===== src/rtl/uart_pkg.sv =====
// rtl/uart_pkg.sv - shared FSM states, parity modes and defaults for the uart TX path
package uart_pkg;

  typedef enum logic [2:0] {
    IDLE,
    START,
    DATA,
    PARITY,
    STOP
  } tx_state_e;

  localparam logic [1:0] PAR_NONE = 2'b00;
  localparam logic [1:0] PAR_EVEN = 2'b01;
  localparam logic [1:0] PAR_ODD  = 2'b10;

  localparam int BAUD_DIV_DEFAULT = 434;

  // Zero-extended narrow data leaves the XOR unchanged.
  function automatic logic parity_bit(input logic [7:0] data, input logic [1:0] mode);
    return (mode == PAR_ODD) ? ~(^data) : (^data);
  endfunction

endpackage


===== src/rtl/uart_sync_fifo.sv =====
// rtl/uart_sync_fifo.sv - synchronous FIFO with registered full flag and level
module uart_sync_fifo #(
  parameter int WIDTH = 8,
  parameter int DEPTH = 16,
  localparam int AW = $clog2(DEPTH)
) (
  input  logic             clk_i,
  input  logic             rst_i,
  input  logic             push_i,
  input  logic [WIDTH-1:0] data_i,
  input  logic             pop_i,
  output logic [WIDTH-1:0] data_o,
  output logic             full_o,
  output logic             empty_o,
  output logic [AW:0]      level_o
);

  logic [WIDTH-1:0] mem_q [DEPTH];
  logic [AW:0]      wr_ptr_q, wr_ptr_d;
  logic [AW:0]      rd_ptr_q, rd_ptr_d;
  logic [AW:0]      level_q;
  logic             full_q;
  logic             do_push, do_pop;

  // A push while full is dropped even if a pop frees a slot on the same edge.
  assign do_push  = push_i && !full_q;
  assign do_pop   = pop_i && !empty_o;
  assign empty_o  = (wr_ptr_q == rd_ptr_q);
  assign wr_ptr_d = wr_ptr_q + {{AW{1'b0}}, do_push};
  assign rd_ptr_d = rd_ptr_q + {{AW{1'b0}}, do_pop};
  assign data_o   = mem_q[rd_ptr_q[AW-1:0]];
  assign full_o   = full_q;
  assign level_o  = level_q;

  always_ff @(posedge clk_i or posedge rst_i) begin
    if (rst_i) begin
      wr_ptr_q <= '0;
      rd_ptr_q <= '0;
      level_q  <= '0;
      full_q   <= 1'b0;
    end else begin
      wr_ptr_q <= wr_ptr_d;
      rd_ptr_q <= rd_ptr_d;
      level_q  <= wr_ptr_d - rd_ptr_d;
      full_q   <= (wr_ptr_d[AW] != rd_ptr_d[AW]) && (wr_ptr_d[AW-1:0] == rd_ptr_d[AW-1:0]);
    end
  end

  always_ff @(posedge clk_i) begin
    if (do_push) mem_q[wr_ptr_q[AW-1:0]] <= data_i;
  end

endmodule


===== src/rtl/uart_tx_ctrl.sv =====
// rtl/uart_tx_ctrl.sv - buffered UART transmitter; parity via UART_TX_PARITY_EN
module uart_tx_ctrl
  import uart_pkg::*;
#(
  parameter int BAUD_DIV   = BAUD_DIV_DEFAULT,
  parameter int DATA_BITS  = 8,
  parameter int STOP_BITS  = 1,
  parameter int FIFO_DEPTH = 16
) (
  input  logic                          clk_i,
  input  logic                          sys_rst,
  input  logic                          wr_valid_i,
  input  logic [DATA_BITS-1:0]          wr_data_i,
  output logic                          wr_ready_o,
`ifdef UART_TX_PARITY_EN
  input  logic [1:0]                    parity_mode_i,
`endif
  output logic                          txd_o,
  output logic                          busy_o,
  output logic                          done_o,
  output logic [$clog2(FIFO_DEPTH):0]   fifo_level_o
);

  localparam int CW = $clog2(BAUD_DIV);

  tx_state_e              state_q;
  logic [CW-1:0]          baud_cnt_q;
  logic [2:0]             bit_cnt_q;
  logic [DATA_BITS-1:0]   shift_q;
  logic                   txd_q, busy_q, done_q;
`ifdef UART_TX_PARITY_EN
  logic                   par_en_q, par_val_q;
`endif

  logic                   fifo_full, fifo_empty, fifo_pop, wr_accept;
  logic [DATA_BITS-1:0]   fifo_data;
  logic                   bit_tick, last_stop;

  assign bit_tick  = (baud_cnt_q == CW'(BAUD_DIV - 1));
  assign last_stop = (state_q == STOP) && bit_tick && (bit_cnt_q == 3'(STOP_BITS - 1));
  assign fifo_pop  = !fifo_empty && ((state_q == IDLE) || last_stop);
  assign wr_accept = wr_valid_i && !fifo_full;

  assign wr_ready_o = !fifo_full;
  assign txd_o      = txd_q;
  assign busy_o     = busy_q;
  assign done_o     = done_q;

  uart_sync_fifo #(
    .WIDTH (DATA_BITS),
    .DEPTH (FIFO_DEPTH)
  ) u_fifo (
    .clk_i   (clk_i),
    .rst_i   (sys_rst),
    .push_i  (wr_valid_i),
    .data_i  (wr_data_i),
    .pop_i   (fifo_pop),
    .data_o  (fifo_data),
    .full_o  (fifo_full),
    .empty_o (fifo_empty),
    .level_o (fifo_level_o)
  );

  // txd_q follows the state one cycle late, so every line bit still spans BAUD_DIV cycles.
  always_ff @(posedge clk_i or posedge sys_rst) begin
    if (sys_rst) begin
      state_q    <= IDLE;
      baud_cnt_q <= '0;
      bit_cnt_q  <= '0;
      shift_q    <= '0;
      txd_q      <= 1'b1;
      busy_q     <= 1'b0;
      done_q     <= 1'b0;
`ifdef UART_TX_PARITY_EN
      par_en_q   <= 1'b0;
      par_val_q  <= 1'b0;
`endif
    end else begin
      done_q <= 1'b0;
      if (state_q != IDLE) baud_cnt_q <= bit_tick ? '0 : baud_cnt_q + 1'b1;
      case (state_q)
        IDLE: begin
          txd_q <= 1'b1;
          if (fifo_pop) begin
            state_q <= START;
            busy_q  <= 1'b1;
          end else begin
            busy_q  <= wr_accept;
          end
        end
        START: begin
          txd_q <= 1'b0;
          if (bit_tick) begin
            state_q   <= DATA;
            bit_cnt_q <= '0;
          end
        end
        DATA: begin
          txd_q <= shift_q[0];
          if (bit_tick) begin
            shift_q <= {1'b0, shift_q[DATA_BITS-1:1]};
            if (bit_cnt_q == 3'(DATA_BITS - 1)) begin
              bit_cnt_q <= '0;
`ifdef UART_TX_PARITY_EN
              state_q   <= par_en_q ? PARITY : STOP;
`else
              state_q   <= STOP;
`endif
            end else begin
              bit_cnt_q <= bit_cnt_q + 1'b1;
            end
          end
        end
`ifdef UART_TX_PARITY_EN
        PARITY: begin
          txd_q <= par_val_q;
          if (bit_tick) begin
            state_q   <= STOP;
            bit_cnt_q <= '0;
          end
        end
`endif
        STOP: begin
          txd_q <= 1'b1;
          if (last_stop) begin
            done_q <= 1'b1;
            if (fifo_pop) begin
              state_q <= START;
              busy_q  <= 1'b1;
            end else begin
              state_q <= IDLE;
              busy_q  <= wr_accept;
            end
          end else if (bit_tick) begin
            bit_cnt_q <= bit_cnt_q + 1'b1;
          end
        end
        default: begin
          state_q <= IDLE;
          txd_q   <= 1'b1;
        end
      endcase
      if (fifo_pop) begin
        shift_q    <= fifo_data;
        baud_cnt_q <= '0;
`ifdef UART_TX_PARITY_EN
        par_en_q   <= (parity_mode_i == PAR_EVEN) || (parity_mode_i == PAR_ODD);
        par_val_q  <= parity_bit(8'(fifo_data), parity_mode_i);
`endif
      end
    end
  end

endmodule

===== config.mk =====
export PLATFORM = sky130hd
export DESIGN_NAME = uart_tx_ctrl
export DESIGN_NICKNAME = d
export VERILOG_FILES = /design/src/rtl/uart_pkg.sv /design/src/rtl/uart_sync_fifo.sv /design/src/rtl/uart_tx_ctrl.sv
export SDC_FILE = /design/constraint.sdc
export NUM_CORES = 1
export LEC_CHECK = 0
export BUFFER_PORTS_ARGS = -buffer_cell sky130_fd_sc_hd__buf_2
export CAP_MARGIN = 20
export CORE_MARGIN = 2
export CORE_UTILIZATION = 56
export DETAILED_ROUTE_END_ITERATION = 10
export PLACE_DENSITY_LB_ADDON = 0.05
export SLEW_MARGIN = 30
export SYNTH_ARGS = -nofsm -noshare
export SYNTH_HDL_FRONTEND = slang
export SYNTH_SLANG_ARGS = --single-unit

===== constraint.sdc =====
create_clock -name clk_i -period 3.3 [get_ports clk_i]
set_clock_uncertainty 0.2 [all_clocks]
set_input_delay 0.33 -clock clk_i [delete_from_list [all_inputs] [get_ports clk_i]]
set_output_delay 0.33 -clock clk_i [all_outputs]
set_load 0.03 [all_outputs]

==> results of run 1 <==
## per-stage QoR
step                      cell area, sq um  hold slack (ps)  cells
after CTS                             8090             65.2    667
after global routing                  8140             76.6    669
final                                 8140             73.4    669
after global placement                7440              281    634
after floorplan                       7100              229    446
after detailed placement              7440              290    634
## worst max-delay path, cell delays in order, from the launching register on
cell and delay [ps]:
dfrtp_1 390, inv_1 60, ha_1 140, nand4b_1 200, o41ai_4 460, o211ai_4 120
inv_1 80, ha_1 200, ha_4 240, xnor2_2 180, ha_2 210, a21oi_2 50
a221oi_2 220, nor2_1 80, xnor2_1 120
## cell type report
cell class                 count  area (sq um)  share of cell area
sequential                   170          4900               0.602
clock inverter                15           214              0.0263
clock buffer                  17           425              0.0523
tap                          172           215              0.0265
inverter                      14          52.6             0.00646
multi-input combinational    241          2080               0.255
timing repair buffer          40           255              0.0314
## registers in the layout (all words and copies together), names as in the netlist
register / flops
baud_cnt_q: 9
bit_cnt_q: 3
busy_o: 1
done_o: 1
shift_q: 8
state_q: 3
txd_o: 1
u_fifo.full_o: 1
u_fifo.level_o: 5
u_fifo.mem_q: 128
u_fifo.rd_ptr_q: 5
u_fifo.wr_ptr_q: 5
## synthesized netlist by cell type (3+ instances only)
master      n
a21oi_1    15
a22oi_1    16
buf_1       3
buf_2       5
clkbuf_1    9
dfrtp_1    41
edfxtp_1  128
ha_1       11
inv_1      14
mux2i_1     9
mux4_2     32
nand2_1    28
nand2b_1    5
nand3_1    12
nor2_1     38
nor2b_1     7
nor3_1      8
o211ai_1    3
o21ai_0    15
xnor2_1    14
xor2_1      4
## logic make-up after synthesis
group                    share of synthesized area
flip-flops                                   0.690
AND/OR/NAND/NOR                             0.0737
AO/OA/AOI/OAI                               0.0583
multiplexers                                 0.114
buffers and inverters                       0.0226
XOR/XNOR                                    0.0222
adder cells (fa/ha/maj)                     0.0194
## layer usage
layer,share of wire,wire length [um],vias up,global-route usage
met2,0.51,6700,78,0.341
met3,0.036,468,12,0.0576
met5,0,0,-,0
li1,-,-,1768,-
met4,0.0086,113,0,0.0588
met1,0.44,5810,1941,0.281
## how the worst max path moves through the flow
stage	cells after the start	start	end	slack, ps
floorplan	15	baud_cnt_q[1]	u_fifo.level_o[4]	90
global placement	14	baud_cnt_q[1]	u_fifo.level_o[4]	240
detailed placement	14	baud_cnt_q[1]	u_fifo.level_o[4]	150
CTS	14	baud_cnt_q[1]	u_fifo.level_o[4]	140
global route	14	baud_cnt_q[1]	u_fifo.level_o[4]	30
finish	14	baud_cnt_q[1]	u_fifo.level_o[4]	230
## what timing repair did
action / 4_1_cts / 5_1_grt
setup buffers: 0 / 2
hold buffers: 1 / 0
endpoints found under the hold margin: 41 / 0
resized for setup: 0 / 6
setup endpoints to repair: 0 / 1
## power breakdown
| group | leakage [nW] | switching [W] | total, W | internal (W) |
|---|---|---|---|---|
| Sequential | 1.67 | 0.000190 | 0.00286 | 0.00267 |
| Clock | 0.315 | 0.000842 | 0.00213 | 0.00128 |
| Combinational | 0.949 | 0.00124 | 0.00218 | 0.000941 |
==> impl_metrics.csv, run 1 <==
group,metric,value,unit
yosys,synthArstFlopShare,0.247,
run_status,status,"finished, final reports clean",
place,gp_congestion,0.803,
sta,maxSlewViolCount,0,
route,ant_nets,0,
floorplanning,start_util,0.567,
critical_path,rrSetupSlack,230,ps
global_routing,antenna_found_initial,0,
cells_and_area,final_common_cell,"edfxtp_1",
critical_path,reg2reg_depth,14,
sta,period_needed,3070,ps
route,num_vias,3799,
floorplanning,coreArea,12500,sq um
sta,max_freq,325,MHz
route,wl_per_cell,19.6,um
power_and_ir_drop,p_per_area,882,nW/um^2
sta,fin_ws,226,ps
yosys,synth_cell_types,43,
cells_and_area,n_antenna_cell,0,
yosys,yosysWarningCount,0,
critical_path,worst-path-max-fanout,5,
yosys,syn-num-nets,468,
power_and_ir_drop,peakVddDrop,0.511,mV
sta,setup_tns,0,ps
power_and_ir_drop,p_leak,2.94,nW
clocking,clock_path_buffers,2,
cells_and_area,utilization,0.650,
place,dp_worst_setup_slack,149,ps
global_routing,grt_overflow,0,
sta,finalHoldViolCount,0,
floorplanning,die_width,117,um
yosys,synth_top_cells_by_area,"edfxtp_1 54%, dfrtp_1 14%, mux4_2 10%",
cells_and_area,fin_nets,506,
place,portBuffers,19,
yosys,syn_inst,446,
yosys,synth_top_area_frac,0.541,
floorplanning,boundaryPins,20,
sta,worstMarginPinSlew,896,ps
clocking,h-tree-depth,4,
floorplanning,rows,41,
critical_path,arrival,3190,ps
cells_and_area,drive_gt1_frac,0.233,
hold_path,hold_path_end,"u_fifo.mem_q[6][7]",
sta,max_slew_margin,0.401,
global_routing,grt_max_degree,43,
route,vias_per_cell,5.68,
critical_path,path_class,"flop to flop",
yosys,yosys.area.top_type,"edfxtp_1",
clocking,clk_pin_slew,70,ps
yosys,syn_area,7100,sq um
global_routing,grt_util_all_layers,0.209,
cells_and_area,layout_common_cells,"128 x edfxtp_1, 40 x dfrtp_1, 38 x nor2_1, 32 x mux4_2, 28 x nand2_1",
power_and_ir_drop,finalPower,0.00717,W
global_routing,grt_pass1_wl,20200,um
job,drv_cap,0,
cells_and_area,area_growth,14.6,%
cells_and_area,fillers,892,
sta,setup_violations,0,
yosys,ys_seq_area_frac,0.690,
yosys,synth-edff-count,128,
global_routing,grt_pass1_vias,3697,
critical_path,crit_path_end_kind,"flop",
clocking,cts_tree,"yes",
clocking,insertion_delay,430,ps
clocking,cts.sinks,170,
route,firstDrtPassIters,4,
critical_path,cp-start-kind,"flop",
critical_path,critPathRequiredTime,3410,ps
yosys,synth_ff_type,"edfxtp_1",
clocking,cts_root_buffer,"clkbuf_16",
hold_path,whs_path_depth,1,
hold_path,min_path_type,"primary input to flop",
route,drt_iter0_drc,434,
yosys,yosys_register_bits,170,
sta,period_share,0.931,
critical_path,rr_startpoint,"baud_cnt_q[1]",
place,hpwl,8580,um
yosys,syn_avg_cell_area,15.9,sq um
route,route.detailed.drc,0,
floorplanning,dieHeight,117,um
clocking,cts_made_buffers,17,
hold_path,hold_start,"wr_data_i[7]",
critical_path,rr_endpoint,"u_fifo.level_o[4]",
floorplanning,dieArea,13600,sq um
route,drt-total-wl,13100,um
sta,rsz0062_at_grt,"no",
Note: power is estimated with default switching activity, not from simulation.
==> run 2: changes to the inputs <==
HOLD_SLACK_MARGIN = 0.15   (was default)
==> run 2 against run 1 <==
- combinational power hardly changed
- total power is 0.11% higher
- core utilization is 0.64 points higher
- sequential share of layout area is 0.59 points lower
- maximum frequency hardly changed
- die area stayed put
- count of clock-buffer cells in the layout stayed put
- largest power group unchanged
- sequential cell count stayed put
- final area is 0.98% higher
- hold slack better by 200 ps
- highest routed layer unchanged
- sequential power hardly changed
- routed wire length is 0.81% higher
==> impl_metrics.csv, run 2 (synthesized netlist as in run 1, its figures left out) <==
group,metric,value,unit
run_status,status,"finished, final reports clean",
critical_path,reg2reg_depth,14,
global_routing,grt_util_all_layers,0.209,
power_and_ir_drop,p_per_area,874,nW/um^2
place,post-place-cells,634,
critical_path,rr_startpoint,"baud_cnt_q[1]",
floorplanning,boundaryPins,20,
cells_and_area,area_growth,15.7,%
power_and_ir_drop,p_leak,2.97,nW
critical_path,path_cells,"inv_1, ha_1, nand4b_1, o41ai_4, o211ai_4, inv_1, ha_1, ha_4, xnor2_2, ha_2, a21oi_2, a221oi_2, nor2_1, xnor2_1",
route,firstDrtPassIters,5,
critical_path,path_class,"flop to flop",
clocking,cts.sinks,170,
sta,period_needed,3070,ps
critical_path,worst-path-max-fanout,5,
hold_path,hold_start,"wr_valid_i",
critical_path,crit_path_max_incr_delay,460,ps
place,gp_congestion,0.803,
critical_path,crit_path_end_kind,"flop",
critical_path,rrSetupSlack,230,ps
cells_and_area,final_common_cell,"edfxtp_1",
floorplanning,dieHeight,117,um
global_routing,grt_max_degree,43,
sta,maxSlewViolCount,0,
cells_and_area,n_antenna_cell,0,
global_routing,antenna_found_initial,0,
clocking,h-tree-depth,4,
floorplanning,dieArea,13600,sq um
critical_path,arrival,3190,ps
sta,max_slew_margin,0.418,
clocking,cts_root_buffer,"clkbuf_16",
place,portBuffers,19,
cells_and_area,fin_cells,677,
global_routing,grt_pass1_wl,20300,um
route,route.detailed.drc,0,
sta,finalHoldViolCount,0,
clocking,clk_pin_slew,60,ps
cells_and_area,largest_reg_flops,128,
floorplanning,coreArea,12500,sq um
hold_path,whs_path_depth,4,
hold_path,min_path_type,"primary input to flop",
power_and_ir_drop,finalPower,0.00718,W
job,drv_cap,0,
clocking,cts_made_buffers,17,
cells_and_area,fin_nets,514,
route,drt_iter0_drc,468,
sta,rsz0062_at_grt,"no",
hold_path,hold_path_end,"u_fifo.wr_ptr_q[0]",
critical_path,rr_endpoint,"u_fifo.level_o[4]",
clocking,clock_path_buffers,2,
clocking,cts_tree,"yes",
route,drt-total-wl,13200,um
sta,worstMarginPinSlew,870,ps
cells_and_area,layout_common_cells,"128 x edfxtp_1, 40 x dfrtp_1, 38 x nor2_1, 32 x mux4_2, 28 x nand2_1",
route,ant_nets,0,
sta,hold_slack,277,ps
clocking,insertion_delay,430,ps
critical_path,critical_path.top_delay_family,"compound AO/OA/AOI/OAI gates",
critical_path,cp_slowest_cell,"o41ai_4",
route,num_vias,3855,
floorplanning,start_util,0.567,
critical_path,critPathRequiredTime,3410,ps
critical_path,path_buf_inv,2,
critical_path,cp-start-kind,"flop",
sta,setup_violations,0,
power_and_ir_drop,peakVddDrop,0.516,mV
route,wl_per_cell,19.5,um
route,vias_per_cell,5.69,
cells_and_area,drive_gt1_frac,0.230,
critical_path,startpoint,"baud_cnt_q[1]",
global_routing,grt_overflow,0,
floorplanning,rows,41,
global_routing,grt_pass1_vias,3736,
floorplanning,die_width,117,um
sta,max_freq,325,MHz
sta,setup_tns,0,ps
place,hpwl,8580,um
sta,period_share,0.931,
==> run 2: cell count changes in the layout (fill, tap and decap cells not counted) <==
cell	before	now
dlygate4sd3_1	1	9
==> run 2: per-layer routing <==
layer / part of all wire / routed length [um] / GRT usage
met1: 0.44 / 5850 / 0.282
met3: 0.038 / 502 / 0.0560
met2: 0.51 / 6730 / 0.341
met4: 0.0081 / 107 / 0.0620
met5: 0 / 0 / 0
==> run 2: report_power, final <==
group	internal, W	total, W	switching, W
clock	0.00128	0.00213	0.000841
combinational	0.000947	0.00219	0.00124
sequential	0.00267	0.00286	0.000191
total	0.00491	0.00718	0.00227
==> run 2: layout make-up <==
type / count / area (sq um)
Clock inverter: 15 / 214
Sequential cell: 170 / 4900
Clock buffer: 17 / 425
Fill cell: 884 / 4300
Timing Repair Buffer: 48 / 335
Inverter: 14 / 52.6
Multi-Input combinational cell: 241 / 2080
Tap cell: 172 / 215
==> run 2: how the worst max path moves through the flow <==
stage,end,slack (ps),depth (start not counted)
after detailed placement,u_fifo.level_o[4],150,14
after global routing,u_fifo.level_o[4],30,14
after CTS,u_fifo.level_o[4],140,14
after global placement,u_fifo.level_o[4],240,14
after floorplan,u_fifo.level_o[4],90,15
final,u_fifo.level_o[4],230,14
==> run 2: tightest hold or removal path, stage by stage <==
cell and delay, ps:
buf_2 70, nand2_1 100, inv_1 160, ha_1 190
==> run 2: what timing repair did <==
| item | 4_1_cts | 5_1_grt |
|---|---|---|
| hold buffers | 9 | 0 |
| setup buffers | 0 | 2 |
| setup endpoints to repair | 0 | 1 |
| hold endpoints to repair | 169 | 0 |
| resized for setup | 0 | 6 |
==> run 2: metrics by stage <==
stage | setup slack [ps] | cell area [sq um] | utilization
CTS | 142 | 8170 | 0.653
floorplan | 94.7 | 7100 | -
detailed placement | 149 | 7440 | 0.594
global route | 30.1 | 8220 | 0.656
global placement | 241 | 7440 | 0.594
finish | 226 | 8220 | 0.656
==> run 3: changes to the inputs <==
CORE_MARGIN = 5   (was 2)
==> run 3 against run 2 <==
- worst setup slack better by 7.4 ps
- total power down 3.3%
- critical path depth unchanged
- via count down 0.75%
- cell count down 0.89%
- sequential cell count unchanged
- hold slack worse by 37 ps
- routed wire length up 2.0%
- count of clock-buffer cells in the layout up 1
- critical path type unchanged
- non-clock buffer count down 6
==> impl_metrics.csv, run 3 (synthesized netlist as in run 1, its figures left out) <==
group,metric,value,unit
cells_and_area,n_antenna_cell,0,
place,gp_congestion,0.811,
route,ant_nets,0,
floorplanning,boundaryPins,20,
sta,rsz0062_at_grt,"no",
sta,maxSlewViolCount,0,
floorplanning,rows,41,
job,drv_cap,0,
cells_and_area,area_growth,14.0,%
global_routing,antenna_found_initial,0,
critical_path,rr_startpoint,"baud_cnt_q[1]",
hold_path,min_path_type,"primary input to flop",
power_and_ir_drop,p_per_area,858,nW/um^2
cells_and_area,fin_cells,671,
power_and_ir_drop,power.internal,0.00470,W
place,hpwl,8560,um
critical_path,rrSetupSlack,230,ps
hold_path,whs_path_depth,4,
critical_path,cp-start-kind,"flop",
route,route.detailed.drc,0,
sta,max_slew_margin,0.457,
place,post-place-cells,628,
cells_and_area,final_common_cell,"edfxtp_1",
global_routing,grt_max_degree,43,
cells_and_area,drive_gt1_frac,0.208,
clocking,h-tree-depth,4,
sta,setup_violations,0,
clocking,cts.sinks,170,
clocking,clk_pin_slew,60,ps
critical_path,path_class,"flop to flop",
clocking,insertion_delay,430,ps
sta,period_share,0.929,
floorplanning,die_width,123,um
hold_path,hold_path_end,"u_fifo.wr_ptr_q[0]",
floorplanning,dieHeight,123,um
run_status,status,"finished, final reports clean",
floorplanning,coreArea,12500,sq um
sta,worstMarginPinSlew,811,ps
power_and_ir_drop,p_leak,2.90,nW
critical_path,reg2reg_depth,14,
sta,period_needed,3070,ps
critical_path,worst-path-max-fanout,5,
power_and_ir_drop,swShare,0.323,
power_and_ir_drop,seq_power_share,0.412,
place,portBuffers,19,
power_and_ir_drop,p_clk_frac,0.278,
route,vias_per_cell,5.70,
sta,finalHoldViolCount,0,
floorplanning,start_util,0.567,
power_and_ir_drop,comb_power_share,0.310,
sta,setup_tns,0,ps
route,firstDrtPassIters,4,
hold_path,hold_start,"wr_valid_i",
critical_path,critPathRequiredTime,3400,ps
route,drt-total-wl,13500,um
cells_and_area,fillers,922,
route,wl_per_cell,20.1,um
global_routing,grt_pass1_wl,21500,um
cells_and_area,utilization,0.646,
clocking,cts_made_buffers,17,
clocking,cts_tree,"yes",
global_routing,grt_pass1_vias,3925,
sta,max_freq,326,MHz
global_routing,grt_util_all_layers,0.200,
cells_and_area,fin_nets,508,
global_routing,grt_overflow,0,
clocking,cts_root_buffer,"clkbuf_16",
critical_path,rr_endpoint,"u_fifo.level_o[4]",
route,drt_iter0_drc,358,
cells_and_area,largest_reg_flops,128,
critical_path,crit_path_end_kind,"flop",
route,num_vias,3826,
clocking,clock_path_buffers,2,
power_and_ir_drop,p_sw,0.00224,W
power_and_ir_drop,finalPower,0.00694,W
floorplanning,dieArea,15000,sq um
critical_path,arrival,3170,ps
power_and_ir_drop,peakVddDrop,0.588,mV
cells_and_area,layout_common_cells,"128 x edfxtp_1, 40 x dfrtp_1, 38 x nor2_1, 32 x mux4_2, 28 x nand2_1",
==> run 3: area by class of cell <==
cell class | instances | area [sq um] | share of cell area
Sequential cell | 170 | 4900 | 0.605
Multi-Input combinational cell | 241 | 2060 | 0.255
Clock buffer | 18 | 429 | 0.0530
Timing Repair Buffer | 42 | 290 | 0.0359
Tap cell | 172 | 215 | 0.0266
Clock inverter | 14 | 145 | 0.0179
Inverter | 14 | 52.6 | 0.00650
==> run 3: power by group through the flow <==
stage               sequential [W]  clock, W  combinational [W]
global placement           0.00289         0            0.00210
CTS                        0.00286   0.00197            0.00214
finish                     0.00286   0.00193            0.00215
floorplan                  0.00290         0            0.00158
detailed placement         0.00291         0            0.00212
global route               0.00291   0.00207            0.00238
==> run 3: repair_timing <==
| action | in CTS | in global routing |
|---|---|---|
| hold buffers | 9 | 0 |
| hold endpoints to repair | 169 | 0 |
| setup buffers | 0 | 2 |
| setup endpoints to repair | 0 | 1 |
| gates resized for setup | 0 | 3 |
==> run 3: stage by stage <==
step	area [sq um]	hold slack (ps)	worst slack (ps)
2_1_floorplan	7100	229	94.7
3_3_place_gp	7390	282	250
3_5_place_dp	7390	285	149
4_1_cts	8060	218	139
5_1_grt	8090	280	9.18
6_report	8090	240	234
==> run 3: critical path, stage by stage, from the launching register on <==
cell and delay, ps:
dfrtp_1 410, inv_1 70, ha_1 130, nand4b_1 210, o41ai_4 460, o211ai_4 110, inv_1 70, ha_1 150
ha_1 300, xnor2_2 170, ha_1 210, a21oi_2 150, a221oi_2 70, nor2_1 140, xnor2_1 90
==> run 3: routing by layer <==
metal	track usage	vias to the layer above	wire (um)
met1	0.266	1931	5860
met2	0.317	92	6650
met5	0	-	0
met4	0.0756	0	272
met3	0.0553	18	681
li1	-	1785	-
==> run 3: how the worst max path moves through the flow <==
stage	slack, ps	from	cells past startpoint	endpoint
6_report	230	baud_cnt_q[1]	14	u_fifo.level_o[4]
5_1_grt	9	baud_cnt_q[1]	14	u_fifo.level_o[4]
3_3_place_gp	250	baud_cnt_q[1]	14	u_fifo.level_o[4]
4_1_cts	140	baud_cnt_q[1]	14	u_fifo.level_o[4]
3_5_place_dp	150	baud_cnt_q[1]	14	u_fifo.level_o[4]
2_1_floorplan	90	baud_cnt_q[1]	15	u_fifo.level_o[4]
